**src/rtl/ex_mem_pipe_if.sv**
```systemverilog
// EX->MEM pipeline bus: EX-side payload and multi-cycle state toward the register,
// registered MEM-side payload and looped-back multi-cycle state out of it.
interface ex_mem_pipe_if #(
  parameter int DATA_W     = 32,
  parameter int REG_ADDR_W = 5,
  parameter int ALUOP_W    = 8,
  parameter int CNT_W      = 2
);
  logic                  ex_valid;
  logic                  ex_wreg;
  logic [REG_ADDR_W-1:0] ex_wd;
  logic [DATA_W-1:0]     ex_wdata;
  logic                  ex_whilo;
  logic [DATA_W-1:0]     ex_hi;
  logic [DATA_W-1:0]     ex_lo;
  logic [ALUOP_W-1:0]    ex_aluop;
  logic [DATA_W-1:0]     ex_mem_addr;
  logic [DATA_W-1:0]     ex_reg2;
  logic [DATA_W-1:0]     ex_pc;
  logic                  ex_in_delayslot;
  logic [2*DATA_W-1:0]   acc_i;
  logic [CNT_W-1:0]      cnt_i;

  logic                  mem_valid;
  logic                  mem_wreg;
  logic [REG_ADDR_W-1:0] mem_wd;
  logic [DATA_W-1:0]     mem_wdata;
  logic                  mem_whilo;
  logic [DATA_W-1:0]     mem_hi;
  logic [DATA_W-1:0]     mem_lo;
  logic [ALUOP_W-1:0]    mem_aluop;
  logic [DATA_W-1:0]     mem_mem_addr;
  logic [DATA_W-1:0]     mem_reg2;
  logic [DATA_W-1:0]     mem_pc;
  logic                  mem_in_delayslot;
  logic [2*DATA_W-1:0]   acc_o;
  logic [CNT_W-1:0]      cnt_o;

  modport master (
    output ex_valid, ex_wreg, ex_wd, ex_wdata, ex_whilo, ex_hi, ex_lo,
           ex_aluop, ex_mem_addr, ex_reg2, ex_pc, ex_in_delayslot, acc_i, cnt_i,
    input  mem_valid, mem_wreg, mem_wd, mem_wdata, mem_whilo, mem_hi, mem_lo,
           mem_aluop, mem_mem_addr, mem_reg2, mem_pc, mem_in_delayslot, acc_o, cnt_o
  );

  modport slave (
    input  ex_valid, ex_wreg, ex_wd, ex_wdata, ex_whilo, ex_hi, ex_lo,
           ex_aluop, ex_mem_addr, ex_reg2, ex_pc, ex_in_delayslot, acc_i, cnt_i,
    output mem_valid, mem_wreg, mem_wd, mem_wdata, mem_whilo, mem_hi, mem_lo,
           mem_aluop, mem_mem_addr, mem_reg2, mem_pc, mem_in_delayslot, acc_o, cnt_o
  );
endinterface

```
**src/rtl/ex_mem_pipe.sv**
```systemverilog
// EX->MEM pipeline register with valid bit, flush, stall-driven bubble/hold and acc/cnt loopback.
// Optional saturating bubble/hold counters when EX_MEM_PIPE_PERF_EN is defined.
module ex_mem_pipe #(
  parameter int                 DATA_W     = 32,
  parameter int                 REG_ADDR_W = 5,
  parameter int                 ALUOP_W    = 8,
  parameter int                 CNT_W      = 2,
  parameter int                 STALL_W    = 6,
  parameter int                 STAGE      = 3,
  parameter logic [ALUOP_W-1:0] NOP_ALUOP  = '0,
  parameter int                 PERF_W     = 16
) (
  input  logic               clk,
  input  logic               rst,
  input  logic [STALL_W-1:0] stall,
  input  logic               flush,
  ex_mem_pipe_if.slave       bus,
  output logic [1:0]         mem_action
`ifdef EX_MEM_PIPE_PERF_EN
  ,
  output logic [PERF_W-1:0]  perf_bubble,
  output logic [PERF_W-1:0]  perf_hold
`endif
);

  typedef enum logic [1:0] {
    ACT_ADVANCE = 2'd0,
    ACT_BUBBLE  = 2'd1,
    ACT_HOLD    = 2'd2,
    ACT_FLUSH   = 2'd3
  } action_e;

  typedef struct packed {
    logic                  wreg;
    logic [REG_ADDR_W-1:0] wd;
    logic [DATA_W-1:0]     wdata;
    logic                  whilo;
    logic [DATA_W-1:0]     hi;
    logic [DATA_W-1:0]     lo;
    logic [ALUOP_W-1:0]    aluop;
    logic [DATA_W-1:0]     mem_addr;
    logic [DATA_W-1:0]     reg2;
    logic [DATA_W-1:0]     pc;
    logic                  in_delayslot;
  } payload_t;

  localparam payload_t PL_CLEAR = '{aluop: NOP_ALUOP, default: '0};

  payload_t            ex_pl, pl_d, pl_q;
  logic                valid_d, valid_q;
  logic [2*DATA_W-1:0] acc_d, acc_q;
  logic [CNT_W-1:0]    cnt_d, cnt_q;
  action_e             action_d, action_q;
  logic                stall_s, stall_n;
  logic                stall_unused;

  assign stall_s = stall[STAGE];
  assign stall_n = stall[STAGE+1];
  // Bits belonging to other pipeline stages are deliberately ignored here.
  assign stall_unused = ^stall;

  assign ex_pl = '{
    wreg:         bus.ex_wreg,
    wd:           bus.ex_wd,
    wdata:        bus.ex_wdata,
    whilo:        bus.ex_whilo,
    hi:           bus.ex_hi,
    lo:           bus.ex_lo,
    aluop:        bus.ex_aluop,
    mem_addr:     bus.ex_mem_addr,
    reg2:         bus.ex_reg2,
    pc:           bus.ex_pc,
    in_delayslot: bus.ex_in_delayslot
  };

  always_comb begin
    // NOTE: every variable gets a default first so no path leaves it unassigned (no latch).
    action_d = ACT_HOLD;
    pl_d     = pl_q;
    valid_d  = valid_q;
    acc_d    = bus.acc_i;
    cnt_d    = bus.cnt_i;
    if (flush) begin
      action_d = ACT_FLUSH;
      pl_d     = PL_CLEAR;
      valid_d  = 1'b0;
      acc_d    = '0;
      cnt_d    = '0;
    end else if (!stall_s) begin
      action_d = ACT_ADVANCE;
      pl_d     = ex_pl;
      valid_d  = bus.ex_valid;
      acc_d    = '0;
      cnt_d    = '0;
    end else if (!stall_n) begin
      // Downstream is free but EX is not: insert a bubble, EX keeps its partial result.
      action_d = ACT_BUBBLE;
      pl_d     = PL_CLEAR;
      valid_d  = 1'b0;
    end
  end

  // NOTE: sequential state uses non-blocking assignments so all flops update together.
  always_ff @(posedge clk or negedge rst) begin
    if (!rst) begin
      pl_q     <= PL_CLEAR;
      valid_q  <= 1'b0;
      acc_q    <= '0;
      cnt_q    <= '0;
      action_q <= ACT_ADVANCE;
    end else begin
      pl_q     <= pl_d;
      valid_q  <= valid_d;
      acc_q    <= acc_d;
      cnt_q    <= cnt_d;
      action_q <= action_d;
    end
  end

  assign bus.mem_valid        = valid_q;
  assign bus.mem_wreg         = pl_q.wreg;
  assign bus.mem_wd           = pl_q.wd;
  assign bus.mem_wdata        = pl_q.wdata;
  assign bus.mem_whilo        = pl_q.whilo;
  assign bus.mem_hi           = pl_q.hi;
  assign bus.mem_lo           = pl_q.lo;
  assign bus.mem_aluop        = pl_q.aluop;
  assign bus.mem_mem_addr     = pl_q.mem_addr;
  assign bus.mem_reg2         = pl_q.reg2;
  assign bus.mem_pc           = pl_q.pc;
  assign bus.mem_in_delayslot = pl_q.in_delayslot;
  assign bus.acc_o            = acc_q;
  assign bus.cnt_o            = cnt_q;
  assign mem_action           = action_q;

`ifdef EX_MEM_PIPE_PERF_EN
  logic [PERF_W-1:0] perf_bubble_d, perf_bubble_q;
  logic [PERF_W-1:0] perf_hold_d, perf_hold_q;

  // Saturating counters; flush does not clear them, only reset does.
  always_comb begin
    perf_bubble_d = perf_bubble_q;
    perf_hold_d   = perf_hold_q;
    if (action_d == ACT_BUBBLE && perf_bubble_q != '1) perf_bubble_d = perf_bubble_q + PERF_W'(1);
    if (action_d == ACT_HOLD && perf_hold_q != '1)     perf_hold_d   = perf_hold_q + PERF_W'(1);
  end

  always_ff @(posedge clk or negedge rst) begin
    if (!rst) begin
      perf_bubble_q <= '0;
      perf_hold_q   <= '0;
    end else begin
      perf_bubble_q <= perf_bubble_d;
      perf_hold_q   <= perf_hold_d;
    end
  end

  assign perf_bubble = perf_bubble_q;
  assign perf_hold   = perf_hold_q;
`else
  logic [PERF_W-1:0] perf_unused;
  assign perf_unused = '0;
`endif

endmodule

```
**src/flat_wrapper.sv**
```systemverilog
// flat-port wrapper written by rule: the top's interface ports become plain ports
module ex_mem_pipe_flat 
#(
  parameter int                 DATA_W     = 32,
  parameter int                 REG_ADDR_W = 5,
  parameter int                 ALUOP_W    = 8,
  parameter int                 CNT_W      = 2,
  parameter int                 STALL_W    = 6,
  parameter int                 STAGE      = 3,
  parameter logic [ALUOP_W-1:0] NOP_ALUOP  = '0,
  parameter int                 PERF_W     = 16
)
  (clk, rst, stall, flush, mem_action, bus_ex_valid, bus_ex_wreg, bus_ex_wd, bus_ex_wdata, bus_ex_whilo, bus_ex_hi, bus_ex_lo, bus_ex_aluop, bus_ex_mem_addr, bus_ex_reg2, bus_ex_pc, bus_ex_in_delayslot, bus_acc_i, bus_cnt_i, bus_mem_valid, bus_mem_wreg, bus_mem_wd, bus_mem_wdata, bus_mem_whilo, bus_mem_hi, bus_mem_lo, bus_mem_aluop, bus_mem_mem_addr, bus_mem_reg2, bus_mem_pc, bus_mem_in_delayslot, bus_acc_o, bus_cnt_o);
  ex_mem_pipe_if #(.DATA_W(DATA_W), .REG_ADDR_W(REG_ADDR_W), .ALUOP_W(ALUOP_W), .CNT_W(CNT_W)) bus_i ();
  input  logic clk;
  input  logic rst;
  input  logic [STALL_W-1:0] stall;
  input  logic flush;
  output logic [1:0] mem_action;
  input wire logic [$bits(bus_i.ex_valid)-1:0] bus_ex_valid;
  input wire logic [$bits(bus_i.ex_wreg)-1:0] bus_ex_wreg;
  input wire logic [$bits(bus_i.ex_wd)-1:0] bus_ex_wd;
  input wire logic [$bits(bus_i.ex_wdata)-1:0] bus_ex_wdata;
  input wire logic [$bits(bus_i.ex_whilo)-1:0] bus_ex_whilo;
  input wire logic [$bits(bus_i.ex_hi)-1:0] bus_ex_hi;
  input wire logic [$bits(bus_i.ex_lo)-1:0] bus_ex_lo;
  input wire logic [$bits(bus_i.ex_aluop)-1:0] bus_ex_aluop;
  input wire logic [$bits(bus_i.ex_mem_addr)-1:0] bus_ex_mem_addr;
  input wire logic [$bits(bus_i.ex_reg2)-1:0] bus_ex_reg2;
  input wire logic [$bits(bus_i.ex_pc)-1:0] bus_ex_pc;
  input wire logic [$bits(bus_i.ex_in_delayslot)-1:0] bus_ex_in_delayslot;
  input wire logic [$bits(bus_i.acc_i)-1:0] bus_acc_i;
  input wire logic [$bits(bus_i.cnt_i)-1:0] bus_cnt_i;
  output wire logic [$bits(bus_i.mem_valid)-1:0] bus_mem_valid;
  output wire logic [$bits(bus_i.mem_wreg)-1:0] bus_mem_wreg;
  output wire logic [$bits(bus_i.mem_wd)-1:0] bus_mem_wd;
  output wire logic [$bits(bus_i.mem_wdata)-1:0] bus_mem_wdata;
  output wire logic [$bits(bus_i.mem_whilo)-1:0] bus_mem_whilo;
  output wire logic [$bits(bus_i.mem_hi)-1:0] bus_mem_hi;
  output wire logic [$bits(bus_i.mem_lo)-1:0] bus_mem_lo;
  output wire logic [$bits(bus_i.mem_aluop)-1:0] bus_mem_aluop;
  output wire logic [$bits(bus_i.mem_mem_addr)-1:0] bus_mem_mem_addr;
  output wire logic [$bits(bus_i.mem_reg2)-1:0] bus_mem_reg2;
  output wire logic [$bits(bus_i.mem_pc)-1:0] bus_mem_pc;
  output wire logic [$bits(bus_i.mem_in_delayslot)-1:0] bus_mem_in_delayslot;
  output wire logic [$bits(bus_i.acc_o)-1:0] bus_acc_o;
  output wire logic [$bits(bus_i.cnt_o)-1:0] bus_cnt_o;
  assign bus_i.ex_valid = bus_ex_valid;
  assign bus_i.ex_wreg = bus_ex_wreg;
  assign bus_i.ex_wd = bus_ex_wd;
  assign bus_i.ex_wdata = bus_ex_wdata;
  assign bus_i.ex_whilo = bus_ex_whilo;
  assign bus_i.ex_hi = bus_ex_hi;
  assign bus_i.ex_lo = bus_ex_lo;
  assign bus_i.ex_aluop = bus_ex_aluop;
  assign bus_i.ex_mem_addr = bus_ex_mem_addr;
  assign bus_i.ex_reg2 = bus_ex_reg2;
  assign bus_i.ex_pc = bus_ex_pc;
  assign bus_i.ex_in_delayslot = bus_ex_in_delayslot;
  assign bus_i.acc_i = bus_acc_i;
  assign bus_i.cnt_i = bus_cnt_i;
  assign bus_mem_valid = bus_i.mem_valid;
  assign bus_mem_wreg = bus_i.mem_wreg;
  assign bus_mem_wd = bus_i.mem_wd;
  assign bus_mem_wdata = bus_i.mem_wdata;
  assign bus_mem_whilo = bus_i.mem_whilo;
  assign bus_mem_hi = bus_i.mem_hi;
  assign bus_mem_lo = bus_i.mem_lo;
  assign bus_mem_aluop = bus_i.mem_aluop;
  assign bus_mem_mem_addr = bus_i.mem_mem_addr;
  assign bus_mem_reg2 = bus_i.mem_reg2;
  assign bus_mem_pc = bus_i.mem_pc;
  assign bus_mem_in_delayslot = bus_i.mem_in_delayslot;
  assign bus_acc_o = bus_i.acc_o;
  assign bus_cnt_o = bus_i.cnt_o;
  ex_mem_pipe #(.DATA_W(DATA_W), .REG_ADDR_W(REG_ADDR_W), .ALUOP_W(ALUOP_W), .CNT_W(CNT_W), .STALL_W(STALL_W), .STAGE(STAGE), .NOP_ALUOP(NOP_ALUOP), .PERF_W(PERF_W)) u_core (.clk(clk), .rst(rst), .stall(stall), .flush(flush), .bus(bus_i), .mem_action(mem_action));
endmodule
```
**config.mk**
```make
export PLATFORM = sky130hd
export DESIGN_NAME = ex_mem_pipe_flat
export DESIGN_NICKNAME = d
export VERILOG_FILES = /design/src/rtl/ex_mem_pipe_if.sv /design/src/rtl/ex_mem_pipe.sv /design/src/flat_wrapper.sv
export SDC_FILE = /design/constraint.sdc
export NUM_CORES = 1
export LEC_CHECK = 0
export BUFFER_PORTS_ARGS = -buffer_cell sky130_fd_sc_hd__buf_2
export CAP_MARGIN = 0
export CELL_PAD_IN_SITES_DETAIL_PLACEMENT = 1
export CELL_PAD_IN_SITES_GLOBAL_PLACEMENT = 1
export CORE_AREA = 2 2 220 222
export CTS_CLUSTER_DIAMETER = 150
export DETAILED_ROUTE_END_ITERATION = 7
export DIE_AREA = 0 0 222 224
export HOLD_SLACK_MARGIN = 0.03
export PLACE_DENSITY = 0.66
export SLEW_MARGIN = 20
export SYNTH_ARGS = -nofsm -noshare
export SYNTH_HDL_FRONTEND = slang
export SYNTH_SLANG_ARGS = --single-unit
```
**constraint.sdc**
```tcl
create_clock -name clk -period 0.8 [get_ports clk]
set_input_delay 0.08 -clock clk [delete_from_list [all_inputs] [get_ports clk]]
set_output_delay 0.08 -clock clk [all_outputs]
set_load 0.03 [all_outputs]
```
==> results by group <==
Status
  – Status: finished, violations left
  – Violated checks: negative hold slack, negative setup slack

Placed design
  – Gp weighted congestion: 0.7636
  – HPWL after DPL: 27380 µm
  – Port bufs: 556

Timing
  – Shortest period the worst path allows: 1.256 ns
  – Peak Freq: 796.1 MHz
  – Relative slew slack: 78.66%
  – Post-route setup slack: -0.4562 ns
  – Final Slew Violations: 0
  – RSZ-0062 raised after global routing: true
  – Final Hold Slack: -0.03634 ns
  – Sum Neg Setup Slack: -121.55 ns
  – Tightest Pin Transition: 0.3201 ns
  – Final Hold Viols: 10
  – Final setup vio count: 401
  – Period Utilization, post-route: 157.0%
  – Worst Clk Skew: 0 ns

Routing
  – Vias per cell: 4.672
  – Routed WL: 52010 µm
  – Residual DRC count: 0
  – Final ANT Viol Nets: 0
  – Wire per inst: 23.08 µm
  – DRT iter0 DRCs: 605
  – Vias: 10530
  – DRT Pass-1 Iters: 5

Worst setup path
  – Critical Path RT: 0.72 ns
  – Crit path DAT: 1.18 ns
  – CP top delay family: flip-flops
  – Crit path buf inv count: 1
  – CP max stage delay: 0.45 ns
  – Slowest CP cell: dfrtp_2
  – Crit path kind: reg2out
  – Critical path peak fanout: 2
  – Reg2Reg Setup Slack: -0.26 ns
  – CP endpoint kind: output port
  – Critical Path, Cell by Cell: buf_6
  – CP Launch Type: register

Global route
  – Vias in the first global route: 12020
  – Pin count of the biggest net entering global routing: 59
  – First-pass GRT wire length: 74950 µm
  – Initial antenna violation count: 3
  – Total gr overflow: 0
  – Tot GR Track Use: 19.53%

Synth
  – Mapped Nets: 919
  – Post-Synthesis Cell Area: 0.009878 mm²
  – Synth Register Bits: 277
  – Gate Count Post-Synth: 635
  – Yosys warnings: 0
  – Syn avg cell area: 15.56 µm²
  – Sequential area share after synthesis: 70.17%
  – Netlist cell types: 14

Floorplan
  – Core area: 0.04735 mm²
  – I/O pin count: 561
  – Die Height: 224 µm
  – Die Wd: 222 µm
  – Initial core utilization: 20.86%
  – Die area: 0.04973 mm²
  – # rows: 80

Clocking
  – TritonCTS clock tree: yes
  – CTS H-tree depth: 1
  – Skew-Pair Late Insertion Delay: 0.57 ns
  – Clock transition at path regs: 0.07 ns
  – Maximum clock path buffer count: 3
  – Total CTS buffers: 30
  – Hold_buf cts: 280
  – Clk sinks: 277
  – Root Driver: clkbuf_16

Power
  – Pleak: 9.900 nW
  – Peak VDD IR: 1431 µV
  – Power Density: 1789 mW/mm²
  – Total power: 37.47 mW

Layout
  – Layout area overhead: 112.0%
  – Post-layout util: 44.23%
  – Share of cells above drive strength 1: 63.79%
  – Most common cell after layout, fill and taps aside: buf_6
  – Final nets: 1895
  – Layout fillers: 4873
  – Most frequent cells in the layout: buf_6, dlygate4sd3_1, buf_2, dfrtp_2, a32o_1

Run
  – Max-cap violation count: 0

Hold path
  – Worst Hold Class: in2async
-- layer usage --
metal | up-vias | part of all wire (%) | track usage [%]
met3 | 130 | 6.3 | 4.433
met1 | 5387 | 36 | 21.32
met2 | 554 | 53 | 36.28
met4 | 0 | 4.1 | 8.326
li1 | 4454 | - | -
met5 | - | 0 | 0
-- cells by family (layout without fill, tap and decap cells) --
group                  after synthesis  count (layout)  share of synthesized area, %
AO/OA/AOI/OAI                      210             210                         21.23
AND/OR/NAND/NOR                     70              70                         4.408
flip-flops                         277             277                         70.17
other                                0               3                             0
buffers and inverters               78            1078                         4.192
-- cell usage after synthesis --
| cell | number | area [µm²] |
|---|---|---|
| o21ai_1 | 1 | 5.000 |
| buf_4 | 3 | 22.52 |
| buf_1 | 6 | 22.52 |
| inv_1 | 1 | 3.750 |
| a32o_1 | 209 | 2092 |
| inv_2 | 1 | 3.750 |
| buf_6 | 8 | 90.09 |
| nor2b_1 | 1 | 6.260 |
| buf_2 | 40 | 200.2 |
| and2_1 | 67 | 419.2 |
| clkbuf_1 | 19 | 71.32 |
| dfrtp_1 | 277 | 6932 |
| or2_1 | 1 | 6.260 |
| nor2_1 | 1 | 3.750 |
-- state kept, by name (all words and copies together), names as in the netlist, 2 cells and up --
name and flops:
u_core.bus.cnt_o 2, u_core.bus.mem_lo 32, u_core.bus.mem_reg2 32, u_core.bus.mem_mem_addr 32, u_core.bus.mem_wd 5, u_core.bus.mem_hi 32, u_core.bus.mem_wdata 32, u_core.bus.mem_aluop 8
u_core.mem_action 2, u_core.bus.mem_pc 32, u_core.bus.acc_o 64
-- where the power goes --
group | internal [mW] | switching [mW] | leakage [nW]
Clock | 8.66 | 5.96 | 0.509
Combinational | 3.87 | 3.65 | 5.99
Sequential | 14.7 | 0.595 | 3.40
Total | 27.3 | 10.2 | 9.90
-- final cells by class --
| cell class | count | area [µm²] | area share (%) |
|---|---|---|---|
| Antenna cell | 3 | 7.507 | 0.03585 |
| Inverter | 2 | 12.51 | 0.05974 |
| Clock inverter | 6 | 83.83 | 0.4003 |
| Timing Repair Buffer | 1020 | 9325 | 44.53 |
| Tap cell | 615 | 769.5 | 3.674 |
| Clock buffer | 50 | 947.2 | 4.523 |
| Multi-Input combinational cell | 280 | 2605 | 12.44 |
| Sequential cell | 277 | 7192 | 34.34 |
-- path summary, 6_finish.rpt --
kind / cells after the start / end / startpoint
max: 1 / bus_mem_mem_addr[31] / u_core.bus.mem_mem_addr[31]
min: 2 / u_core.bus.mem_wdata[10] / rst
min reg2reg: 1 / u_core.bus.mem_wdata[5] / u_core.bus.mem_wdata[5]
max in group asynchronous: 4 / u_core.bus.mem_mem_addr[23] / rst
min in group clk: 4 / u_core.bus.mem_hi[13] / stall[3]
max reg2reg: 3 / u_core.bus.mem_pc[5] / u_core.bus.mem_pc[5]
-- repair_timing --
action / 4_1_cts / 5_1_grt
endpoints found under the setup margin: 282 / 438
gates cloned: 0 / 0
buffers inserted: 43 / 70
resized for setup: 566 / 119
pin swaps: 17 / 126
hold endpoints to repair: 554 / 10
-- stage by stage --
step | hold WS, ns | instances | setup WS [ns] | area (µm²)
after floorplan | -0.2156 | 635 | -0.06599 | 10300
after global placement | -0.09390 | 1817 | -0.2960 | 14270
after detailed placement | -0.09648 | 1817 | -0.3364 | 14270
after CTS | -0.08760 | 2196 | -0.4827 | 20200
after global routing | -0.05409 | 2253 | -0.4826 | 20940
final | -0.03634 | 2253 | -0.4562 | 20940
No activity file was read; power rests on OpenSTA's default activity.
